--- config.mk ---
export PLATFORM = sky130hd
export DESIGN_NAME = handover_ctrl
export DESIGN_NICKNAME = d
export VERILOG_FILES = /design/src/rtl/handover_ctrl.sv
export SDC_FILE = /design/constraint.sdc
export NUM_CORES = 1
export LEC_CHECK = 0
export ABC_AREA = 1
export BUFFER_PORTS_ARGS = -buffer_cell sky130_fd_sc_hd__buf_2
export CORE_ASPECT_RATIO = 1.5
export CORE_MARGIN = 2
export CORE_UTILIZATION = 35
export DETAILED_ROUTE_END_ITERATION = 8
export GPL_ROUTABILITY_DRIVEN = 0
export PLACE_DENSITY = 0.52
export SETUP_SLACK_MARGIN = 0.1
export SLEW_MARGIN = 20
export SYNTH_ARGS = -nofsm -noshare
export SYNTH_HDL_FRONTEND = slang
export SYNTH_SLANG_ARGS = --single-unit
--- constraint.sdc ---
create_clock -name clk -period 4.5 [get_ports clk]
set_clock_uncertainty 0.15 [all_clocks]
set_input_delay 0.225 -clock clk [delete_from_list [all_inputs] [get_ports clk]]
set_output_delay 0.225 -clock clk [all_outputs]
set_load 0.1 [all_outputs]
--- src/rtl/handover_ctrl.sv ---
// Mobile-side handover controller: picks a candidate base station using hysteresis and
// time-to-trigger, runs the request/respond handshake with a timeout, and commits the new target.
module handover_ctrl #(
    parameter logic [1:0]  INIT_TARGET = 2'd1,
    parameter logic [7:0]  HYST        = 8'd8,
    parameter int unsigned TTT         = 4,
    parameter int unsigned TIMEOUT     = 16,
    parameter int unsigned GUARD       = 8
) (
    input  logic       clk,
    input  logic       reset,
    input  logic       compare_enable,
    input  logic [7:0] signalquality1,
    input  logic [7:0] signalquality2,
    input  logic [7:0] signalquality3,
    input  logic       BS1_DM_respond,
    input  logic       BS2_DM_respond,
    input  logic       BS3_DM_respond,
    output logic [1:0] MD_DM_target,
    output logic       HO_BS1_request,
    output logic       HO_BS2_request,
    output logic       HO_BS3_request,
    output logic       ho_busy,
    output logic       ho_done,
    output logic [7:0] ho_fail_cnt
);

    typedef enum logic [1:0] {ST_IDLE, ST_MEASURE, ST_REQUEST, ST_GUARD} state_t;

    localparam logic [15:0] TTT_C      = 16'(TTT);
    localparam logic [15:0] TO_LAST    = 16'(TIMEOUT - 1);
    localparam logic [15:0] GUARD_LAST = 16'(GUARD - 1);

    state_t      state_q, state_d;
    logic [1:0]  cand_q, cand_d;
    logic [1:0]  target_q, target_d;
    logic [15:0] ttt_cnt_q, ttt_cnt_d;
    logic [15:0] to_cnt_q, to_cnt_d;
    logic [15:0] guard_cnt_q, guard_cnt_d;
    logic [7:0]  fail_q, fail_d;
    logic [2:0]  req_q, req_d;
    logic        busy_q, done_q, done_d;

    logic [7:0]  sq_serv, sq_a, sq_b;
    logic [1:0]  idx_a, idx_b, best;
    logic        qualify, cand_resp;

    // Non-serving pair is ordered low index first, so a tie resolves to the lower BS.
    always_comb begin
        sq_serv = signalquality1;
        sq_a    = signalquality2;
        sq_b    = signalquality3;
        idx_a   = 2'd2;
        idx_b   = 2'd3;
        case (target_q)
            2'd2: begin
                sq_serv = signalquality2;
                sq_a = signalquality1; idx_a = 2'd1;
                sq_b = signalquality3; idx_b = 2'd3;
            end
            2'd3: begin
                sq_serv = signalquality3;
                sq_a = signalquality1; idx_a = 2'd1;
                sq_b = signalquality2; idx_b = 2'd2;
            end
            default: ;
        endcase
        if (sq_b > sq_a) begin
            best    = idx_b;
            qualify = {1'b0, sq_b} >= ({1'b0, sq_serv} + {1'b0, HYST});
        end else begin
            best    = idx_a;
            qualify = {1'b0, sq_a} >= ({1'b0, sq_serv} + {1'b0, HYST});
        end
    end

    always_comb begin
        case (cand_q)
            2'd1:    cand_resp = BS1_DM_respond;
            2'd2:    cand_resp = BS2_DM_respond;
            2'd3:    cand_resp = BS3_DM_respond;
            default: cand_resp = 1'b0;
        endcase
    end

    always_comb begin
        state_d     = state_q;
        cand_d      = cand_q;
        target_d    = target_q;
        ttt_cnt_d   = ttt_cnt_q;
        to_cnt_d    = to_cnt_q;
        guard_cnt_d = guard_cnt_q;
        fail_d      = fail_q;
        done_d      = 1'b0;
        case (state_q)
            ST_IDLE: begin
                if (compare_enable && qualify) begin
                    cand_d    = best;
                    ttt_cnt_d = 16'd1;
                    to_cnt_d  = '0;
                    state_d   = (TTT_C == 16'd1) ? ST_REQUEST : ST_MEASURE;
                end
            end
            ST_MEASURE: begin
                if (compare_enable) begin
                    if (qualify && best == cand_q) begin
                        ttt_cnt_d = ttt_cnt_q + 16'd1;
                        if (ttt_cnt_d == TTT_C) begin
                            to_cnt_d = '0;
                            state_d  = ST_REQUEST;
                        end
                    end else begin
                        ttt_cnt_d = '0;
                        state_d   = ST_IDLE;
                    end
                end
            end
            ST_REQUEST: begin
                if (cand_resp) begin
                    target_d    = cand_q;
                    done_d      = 1'b1;
                    guard_cnt_d = '0;
                    ttt_cnt_d   = '0;
                    state_d     = ST_GUARD;
                end else if (to_cnt_q == TO_LAST) begin
                    if (fail_q != 8'hFF) fail_d = fail_q + 8'd1;
                    ttt_cnt_d = '0;
                    to_cnt_d  = '0;
                    state_d   = ST_IDLE;
                end else begin
                    to_cnt_d = to_cnt_q + 16'd1;
                end
            end
            ST_GUARD: begin
                if (guard_cnt_q == GUARD_LAST) begin
                    guard_cnt_d = '0;
                    state_d     = ST_IDLE;
                end else begin
                    guard_cnt_d = guard_cnt_q + 16'd1;
                end
            end
            default: state_d = ST_IDLE;
        endcase

        req_d = '0;
        if (state_d == ST_REQUEST) begin
            case (cand_d)
                2'd1:    req_d = 3'b001;
                2'd2:    req_d = 3'b010;
                2'd3:    req_d = 3'b100;
                default: req_d = '0;
            endcase
        end
    end

    always_ff @(posedge clk or negedge reset) begin
        if (!reset) begin
            state_q     <= ST_IDLE;
            cand_q      <= '0;
            target_q    <= INIT_TARGET;
            ttt_cnt_q   <= '0;
            to_cnt_q    <= '0;
            guard_cnt_q <= '0;
            fail_q      <= '0;
            req_q       <= '0;
            busy_q      <= 1'b0;
            done_q      <= 1'b0;
        end else begin
            state_q     <= state_d;
            cand_q      <= cand_d;
            target_q    <= target_d;
            ttt_cnt_q   <= ttt_cnt_d;
            to_cnt_q    <= to_cnt_d;
            guard_cnt_q <= guard_cnt_d;
            fail_q      <= fail_d;
            req_q       <= req_d;
            busy_q      <= (state_d != ST_IDLE);
            done_q      <= done_d;
        end
    end

    assign MD_DM_target   = target_q;
    assign HO_BS1_request = req_q[0];
    assign HO_BS2_request = req_q[1];
    assign HO_BS3_request = req_q[2];
    assign ho_busy        = busy_q;
    assign ho_done        = done_q;
    assign ho_fail_cnt    = fail_q;

endmodule

* Yosys cells after proc, flatten, opt, wreduce, memory -nomap -nowiden *
Cells that the tools add are included.

cells by class
  reduce and logical (&&, ||, !) cells = 12
  bitwise gates (word level) = 1
  magnitude comparators = 3
  equality and inequality tests = 24
  $add $sub $neg = 5
  muxes and demuxes = 38

operators by type and width
  operator               number
  $mux 16                13
  $pmux 16 s3            2
  $add 16x1->16 const B  3
  $eq 16x3->1 const B    2
  $pmux 16 s2            1
  $mux 2                 11
  $eq 2x2->1 const B     9
  $ge 8x9->1             2
  $eq 16x4->1 const B    1
  $mux 8                 2
  $pmux 8 s2             1
  $ne 2x2->1 const B     6
  $add 8x4->9 const B    1
  $pmux 3 s3             1
  $add 8x1->8 const B    1
  $gt 8x8->1             1
  $ne 8x8->1 const B     1
  $pmux 2 s4             1
  $reduce_and 4->1       2
  $eq 2x1->1 const B     3
  $reduce_and 6->1       1
  $mux 1                 4
  $reduce_and 2->1       2
  $reduce_bool 2->1      2
  other kinds (9)        10

storage, ports and cells
  register bits after elaboration = 67
  word-level logic and storage cells = 93
  output and inout bits = 15
  bits of input ports = 30

* Depth between registers and ports, before layout *
Gate-level depths: netlist (run 1).

  word-level depth = 12
  depth in mapped cells = 25

* Worst setup path after synthesis (run 1) *
Ideal clock, no wire load.

  path kind = flip-flop to flip-flop
  from = register target_q[1], in the netlist MD_DM_target[1]
  to = register to_cnt_q[12]
  library setup time = 0.124 ns
  stages on the path, launching flop included = 22
  buffers on the path = 4
  data required time = 4.226 ns
  period minus slack after synthesis = 4.015 ns
  data arrival time = 3.741 ns
  setup slack = 0.485 ns
  cells stage by stage = dfrtp_1 > buf_6 > clkbuf_1 > clkbuf_1 > nand2_1 > o21ai_0 > inv_1 > ha_1 > a21oi_1 > nor2_1 > nor2_1 > nand3_1 > nand2_1 > nand2_1 > xor2_1 > nor2_1 > nand4_2 > o21ai_2 > nand2_2 > buf_6 > nand2_1 > o21ai_2

on the way
  word-level cells in the longest chain between the ends = 9
  elaborated cells between the ends (all ways) = 20
  classes of those cells = 1 x add/sub; 3 x order compare; 5 x eq/ne; 7 x mux; 4 x reduce/logical

ends and longest elaborated chain
  element                                              RTL line  source
  start, declared                                      36        logic [1:0] target_q, target_d;
  start signal, assigned                               171       target_q <= target_d;
  branches (longest 8 deep; another with $add 8x4->9)  -
  $reduce_and 6->1 (no line) *                         -
  end signal, assigned                                 173       to_cnt_q <= to_cnt_d;
  end, declared                                        38        logic [15:0] to_cnt_q, to_cnt_d;

Every way passes the cells marked *.
A chain may end at the register's enable or synchronous reset.

* Final worst setup path (run 1) *
  from = register target_q[1], in the netlist MD_DM_target[1]
  to = register to_cnt_q[11]

The elaborated chain is that of the path after synthesis.

==> results of run 1 <==
-- state kept, by name, summed over array words and instances (netlist names) --
register,cells
req_q,3
ho_fail_cnt,8
ho_done,1
state_q,2
guard_cnt_q,16
ho_busy,1
cand_q,2
ttt_cnt_q,16
MD_DM_target,2
to_cnt_q,16
-- kinds of logic (layout without fill, tap and decap cells) --
logic type,Yosys count,count (layout)
fa+ha+maj,32,32
mux,1,1
xor+xnor,22,22
compound gates,118,118
flops,67,67
buf+inv,117,165
simple gates,355,355
-- through the flow --
step	area (µm²)	instances	util (%)
6_report	5867	956	40.39
5_1_grt	5867	956	40.39
4_1_cts	5867	956	40.39
3_5_place_dp	5547	939	38.18
3_3_place_gp	5547	939	38.18
2_1_floorplan	5170	712	-
-- cells in the final DEF (no fill, tap or decap), types with 4 or more instances in the layout --
master | synthesis | final
nand2_1 | 165 | 165
inv_1 | 98 | 98
dfrtp_1 | 66 | 66
nor2_1 | 57 | 57
nand3_1 | 51 | 51
buf_2 | 2 | 44
o21ai_2 | 36 | 36
o21ai_0 | 35 | 32
ha_1 | 32 | 32
nor3_1 | 26 | 26
a21oi_1 | 25 | 25
nand4_1 | 20 | 20
xor2_1 | 16 | 16
nor4_1 | 11 | 11
clkbuf_16 | 0 | 9
o21a_1 | 6 | 6
xnor2_1 | 6 | 6
nand3b_1 | 5 | 5
nor2_2 | 4 | 4
o221ai_1 | 4 | 4
o21ai_1 | 1 | 4
buf_4 | 0 | 4
-- area by class of cell --
class,count,area (µm²)
clock inverter,6,71.32
fill,1515,8660
tap,196,245.2
clock buffer,10,239.0
multi-input combinational,528,2998
sequential,67,1678
timing repair buffer,49,260.3
inverter,100,375.4
-- power by group --
group | switching, mW | internal, mW | leakage, nW
Combinational | 1.36 | 0.519 | 1.67
Clock | 0.292 | 0.449 | 0.146
Sequential | 0.0661 | 0.677 | 0.909
Total | 1.72 | 1.65 | 2.73
-- worst max-delay path, delay by kind of cell (launching register included) --
kind            cells  cell delay (ns)
flops               1             0.39
compound gates      2             0.32
fa+ha+maj           2             0.50
buf+inv             3             0.58
simple gates       14             1.90
-- worst paths after layout --
path / endpoint / slack [ns] / depth (start not counted)
worst max register to register: to_cnt_q[11] / 0.53 / 21
worst max-delay path: to_cnt_q[11] / 0.53 / 21
worst min register to register: ho_fail_cnt[5] / 0.34 / 1
min in group clk: state_q[1] / 0.19 / 4
max in group asynchronous: ttt_cnt_q[4] / 2.97 / 3
worst min-delay path: ho_fail_cnt[4] / 0.18 / 2
-- per-layer routing --
metal | up-vias | track usage [%] | routed length [µm] | share of wire [%]
met3 | 15 | 3.064 | 255 | 2.0
met5 | - | 0 | 0 | 0
li1 | 2445 | - | - | -
met4 | 0 | 5.514 | 191 | 1.5
met1 | 2175 | 20.06 | 5560 | 44
met2 | 66 | 30.15 | 6696 | 53
-- what timing repair did --
item	in CTS	in global routing
endpoints found under the hold margin	15	0
gates resized for setup	0	3
setup buffers	0	0
hold buffers	1	0
setup endpoints to repair	0	12
==> run_results.csv, run 1 <==
group,metric,value,unit
critical_path,cpMaxStageDelayCell,"nand2_2",
synth,ys_ff_latch,67,
synth,synth_top_family_by_area,"simple AND/OR/NAND/NOR gates",
critical_path,critPathLaunch,"MD_DM_target[1]",
route,drt_wl_total,12700,µm
sta,post-route-period-util,88.29,%
clocking,clk_pin_slew,0.06,ns
critical_path,worstPathRequired,4.55,ns
synth,synth_area_leader_cell,"dfrtp_1",
route,drtPass1Iterations,4,
synth,synth_compound_area_share,15.10,%
clocking,cts_root_buffer,"clkbuf_16",
worst_hold_path,hp-class,"input port to async pin",
synth,ys_seq_area_share,32.45,%
critical_path,worstPathCellList,"buf_4, inv_1, nand2_1, nand2_1, nor2_1, ha_1, inv_1, ha_1, nand4_1, o221ai_1, nand4_1, nand2_1, nand2_1, nand2_1, nand3_1, nor2_2, nor2_2, nor2_1, nand2_2, nand2_1, o21ai_2",
synth,async_flop_share,100.0,%
synth,syn_area_per_cell,7.261,µm²
cells_and_area,post_route_cells_drive_above_1_share,15.66,%
job,maxCapViolations,0,
route,avgRoutedWirePerCell,13.29,µm
grt,grt_max_degree,53,
floorplanning,num_io_pins,45,
cells_and_area,area_growth,13.48,%
floorplanning,rows,54,
critical_path,reg2reg_from,"MD_DM_target[1]",
sta,fmax,251.7,MHz
floorplanning,dieArea,15780,µm²
sta,rsz0062_at_grt,"no",
sta,finalMaxSlewViolations,0,
grt,gr-usage-all-layers,16.93,%
power_and_ir_drop,p_per_area,574.0,nW/µm²
critical_path,cp_max_fo,32,
synth,ys_types,43,
clocking,clock-sinks,67,
placement,place_ws,0.4676,ns
cells_and_area,layout.nets,817,
placement,dp_hpwl,9748,µm
synth,synth_edf_count,0,
synth,synthMuxAreaShare,0.2178,%
critical_path,timing.critical_path.mode_cell,"nand2_1",
power_and_ir_drop,finalPower,3.368,mW
floorplanning,die_h,152.9,µm
synth,synthTopCellsByArea,"dfrtp_1 (32%), nand2_1 (12%), ha_1 (7.7%)",
sta,period_needed,3.973,ns
grt,grt_pass1_vias,4671,
critical_path,startpoint_type,"flop",
critical_path,end_kind,"flop",
cells_and_area,antenna_cells,0,
sta,fin_ws,0.5271,ns
placement,port_buffers,44,
grt,grt_overflow,0,
grt,grt_pass1_wl,21450,µm
sta,slew_headroom,50.29,%
sta,setup_violations,0,
synth,syn-cell-area,5170,µm²
synth,synth_simple_gate_area_share,31.20,%
route,ant_nets,0,
sta,worst_pin_slew,0.7431,ns
synth,yosysWarnings,0,
synth,synthTopCellsByCount,"nand2_1 (165), inv_1 (98), dfrtp_1 (66)",
route,drt_iter0_drc,218,
synth,synthAdderAreaFrac,7.744,%
floorplanning,coreArea,14530,µm²
sta,finalHoldViolCount,0,
floorplanning,start_util,35.59,%
clocking,cts-htree-levels,3,
critical_path,worst-setup-path-type,"flop to flop",
synth,synth_flop_cell,"dfrtp_1",
sta,finalHoldWorstSlack,0.1813,ns
floorplanning,chipWidth,103.2,µm
grt,antenna_found_initial,0,
sta,tns,0,ns
synth,synth_top_area_share,31.95,%
clocking,cts_tree,"built",
clocking,clk-insertion-delay-late,0.34,ns
route,drc,0,
route,drt-vias-per-instance,4.917,
power_and_ir_drop,p_leak,2.727,nW
synth,synthCells,712,
synth,synthXorXnorAreaFrac,3.727,%
clocking,ctsLongestPathBuffers,2,
critical_path,slowest_delay,0.43,ns
outcome,status,"complete, no violations",
synth,yosysMostFrequentCell,"nand2_1",
synth,syn_nets,774,
route,num_vias,4701,
power_and_ir_drop,max-vdd-ir-drop,0.3544,mV
clocking,cts_buffers,9,
critical_path,cp_data_arrival_time,4.03,ns
No activity file was read; power rests on OpenSTA's default activity.
==> inputs of run 2 (changes only) <==
--- a/config.mk
+++ b/config.mk
@@ -5,7 +5,6 @@
 export SDC_FILE = /design/constraint.sdc
 export NUM_CORES = 1
 export LEC_CHECK = 0
-export ABC_AREA = 1
 export BUFFER_PORTS_ARGS = -buffer_cell sky130_fd_sc_hd__buf_2
 export CORE_ASPECT_RATIO = 1.5
 export CORE_MARGIN = 2
==> run 2 against run 1 <==
Against the previous run:
- die area down 0.49%
- sequential share of layout area shrank 0.61 points
- largest cell class unchanged
- clock power down 3.6%
- highest routed layer unchanged
- area after synthesis shrank 0.51%
- maximum frequency fell by 4.8%
- sequential power fell by 11%
- register-to-register slack worse by 0.20 ns
- cell count is 13% lower
- global-route usage grew 0.74 points
==> run_results.csv, run 2 <==
group,metric,value,unit
power_and_ir_drop,p_per_area,340.1,nW/µm²
synth,synthTopCellsByCount,"dfrtp_1 (66), nand2_1 (41), nor2_1 (41)",
clocking,ctsLongestPathBuffers,2,
floorplanning,start_util,35.57,%
power_and_ir_drop,max-vdd-ir-drop,0.2005,mV
critical_path,r2r_slack,0.33,ns
cells_and_area,fillers,1476,
sta,finalMaxSlewViolations,0,
cells_and_area,antenna_cells,0,
placement,port_buffers,44,
critical_path,worst-setup-path-type,"flop to flop",
cells_and_area,post_route_cells_drive_above_1_share,22.07,%
clocking,cts_root_buffer,"clkbuf_16",
cells_and_area,final_cell_mix,"dfrtp_1 (65), buf_2 (44), nand2_1 (40), nor2_1 (39), o21ai_0 (35)",
critical_path,cp_max_fo,15,
grt,antenna_found_initial,0,
floorplanning,die_h,152.5,µm
outcome,status,"complete, no violations",
cells_and_area,final_area,6021,µm²
sta,period_needed,4.173,ns
route,drtPass1Iterations,4,
synth,synthCells,582,
floorplanning,num_io_pins,45,
grt,grt_pass1_wl,22410,µm
floorplanning,coreArea,14460,µm²
floorplanning,dieArea,15700,µm²
route,drt_iter0_drc,245,
synth,synthTopCellsByArea,"dfrtp_1 (32%), ha_1 (7.8%), mux2_2 (4.2%)",
critical_path,reg2reg_to,"to_cnt_q[3]",
floorplanning,chipWidth,103.0,µm
synth,async_flop_share,100.0,%
cells_and_area,layout.nets,696,
clocking,clock-sinks,67,
critical_path,reg2reg_from,"MD_DM_target[0]",
sta,tns,0,ns
grt,grt_use_met1,22.09,%
critical_path,critPathLaunch,"MD_DM_target[0]",
critical_path,end_kind,"flop",
route,ant_nets,0,
cells_and_area,final_common_cell,"dfrtp_1",
synth,yosysWarnings,0,
clocking,cts_buffers,9,
placement,dp.cells,813,
critical_path,worstSetupEndpoint,"to_cnt_q[3]",
clocking,cts-htree-levels,3,
grt,grt_use_met3,2.890,%
critical_path,cp_data_arrival_time,4.26,ns
route,drc,0,
critical_path,reg2reg_depth,15,
grt,grt_pass1_vias,4641,
synth,syn_nets,644,
job,maxCapViolations,0,
sta,fmax,239.6,MHz
route,num_vias,4653,
sta,setup_violations,0,
sta,post-route-period-util,92.73,%
cells_and_area,instances_no_fill,835,
grt,grt_max_degree,36,
sta,rsz0062_at_grt,"no",
power_and_ir_drop,p_leak,2.627,nW
synth,syn-cell-area,5144,µm²
synth,synth_flop_cell,"dfrtp_1",
grt,grt.met2_usage,30.02,%
route,drt_wl_total,13250,µm
synth,ys_seq_area_share,32.62,%
route,avgRoutedWirePerCell,15.86,µm
clocking,clk_pin_slew,0.06,ns
critical_path,worstPathRequired,4.59,ns
synth,yosysMostFrequentCell,"dfrtp_1",
synth,synth_edf_count,0,
floorplanning,rows,54,
cells_and_area,area_growth,17.05,%
synth,synth_area_leader_cell,"dfrtp_1",
synth,synth_top_area_share,32.11,%
synth,ys_types,76,
sta,worst_pin_slew,0.8436,ns
clocking,clk-insertion-delay-late,0.33,ns
sta,slew_headroom,43.76,%
sta,finalHoldViolCount,0,
route,drt-vias-per-instance,5.572,
grt,gr-usage-all-layers,17.67,%
synth,syn_area_per_cell,8.838,µm²
power_and_ir_drop,finalPower,2.048,mW
placement,dp_hpwl,9790,µm
critical_path,startpoint_type,"flop",
cells_and_area,reg_top3,"guard_cnt_q (16), to_cnt_q (16), ttt_cnt_q (16)",
placement,post_dp_cell_area,5602,µm²
grt,busiest_layer,"met2",
grt,grt_overflow,0,
worst_hold_path,hp-class,"input port to flop",
synth,ys_ff_latch,67,
clocking,cts_tree,"built",
-- run 2: kinds of logic after synthesis --
kind of cell | count (synthesis) | synth area share [%]
flip-flops | 67 | 32.62
AND/OR/NAND/NOR | 233 | 24.40
multiplexers | 30 | 6.495
adder cells (fa/ha/maj) | 32 | 7.784
XOR/XNOR | 14 | 2.384
AO/OA/AOI/OAI | 156 | 21.94
buffers and inverters | 50 | 4.378
-- run 2: how the worst min path moves through the flow --
| stage | from | slack (ns) | end | cells past startpoint |
|---|---|---|---|---|
| global placement | reset | 0.22 | to_cnt_q[6] | 1 |
| global route | compare_enable | 0.31 | cand_q[1] | 4 |
| finish | compare_enable | 0.27 | cand_q[1] | 4 |
| CTS | compare_enable | 0.26 | cand_q[1] | 4 |
| detailed placement | reset | 0.23 | to_cnt_q[4] | 1 |
| floorplan | reset | -0.22 | cand_q[0] | 0 |
-- run 2: through the flow --
step	worst slack (ns)	utilization (%)	hold WS [ns]
floorplan	0.06956	-	-0.2206
global placement	0.2810	38.74	0.2193
detailed placement	0.1650	38.74	0.2347
CTS	0.1426	40.89	0.2564
global route	0.09430	41.64	0.3114
finish	0.3271	41.64	0.2745
-- run 2: critical path, cell delays in order (launching register included) --
cell and delay [ns]:
dfstp_4 0.69, mux2i_2 0.09, a21oi_2 0.23, ha_2 0.26, nand3_2 0.07, xnor2_1 0.17, ha_1 0.33, o21ai_1 0.09
a31o_2 0.22, a221o_1 0.35, nor3_4 0.21, o21ai_4 0.12, o31a_1 0.29, or3_1 0.35, buf_4 0.22, o31ai_1 0.25
-- run 2: final cells by class --
| type | count | area (µm²) | share of cell area [%] |
|---|---|---|---|
| Tap cell | 196 | 245.2 | 4.073 |
| Sequential cell | 67 | 1685 | 27.99 |
| Multi-Input combinational cell | 465 | 3323 | 55.20 |
| Clock buffer | 9 | 225.2 | 3.741 |
| Inverter | 29 | 108.9 | 1.808 |
| Timing Repair Buffer | 62 | 357.8 | 5.943 |
| Clock inverter | 7 | 75.07 | 1.247 |
-- run 2: routing by layer --
layer  share of wire (%)  up-vias  wire length (µm)
li1                    -     2292                 -
met1                  43     2253              5659
met2                  52       86              6853
met3                 3.1       22               413
met4                 2.4        0               320
met5                   0        -                 0
-- run 2: report_power, final --
part / switching [mW] / internal (mW) / total (mW)
Clock: 0.282 / 0.432 / 0.714
Combinational: 0.418 / 0.258 / 0.676
Sequential: 0.0323 / 0.626 / 0.658
-- run 2: repair_timing --
item,CTS,global route
gates resized for setup,0,14
endpoints found under the hold margin,31,0
buffers inserted,0,5
setup endpoints to repair,0,32
hold buffers,1,0
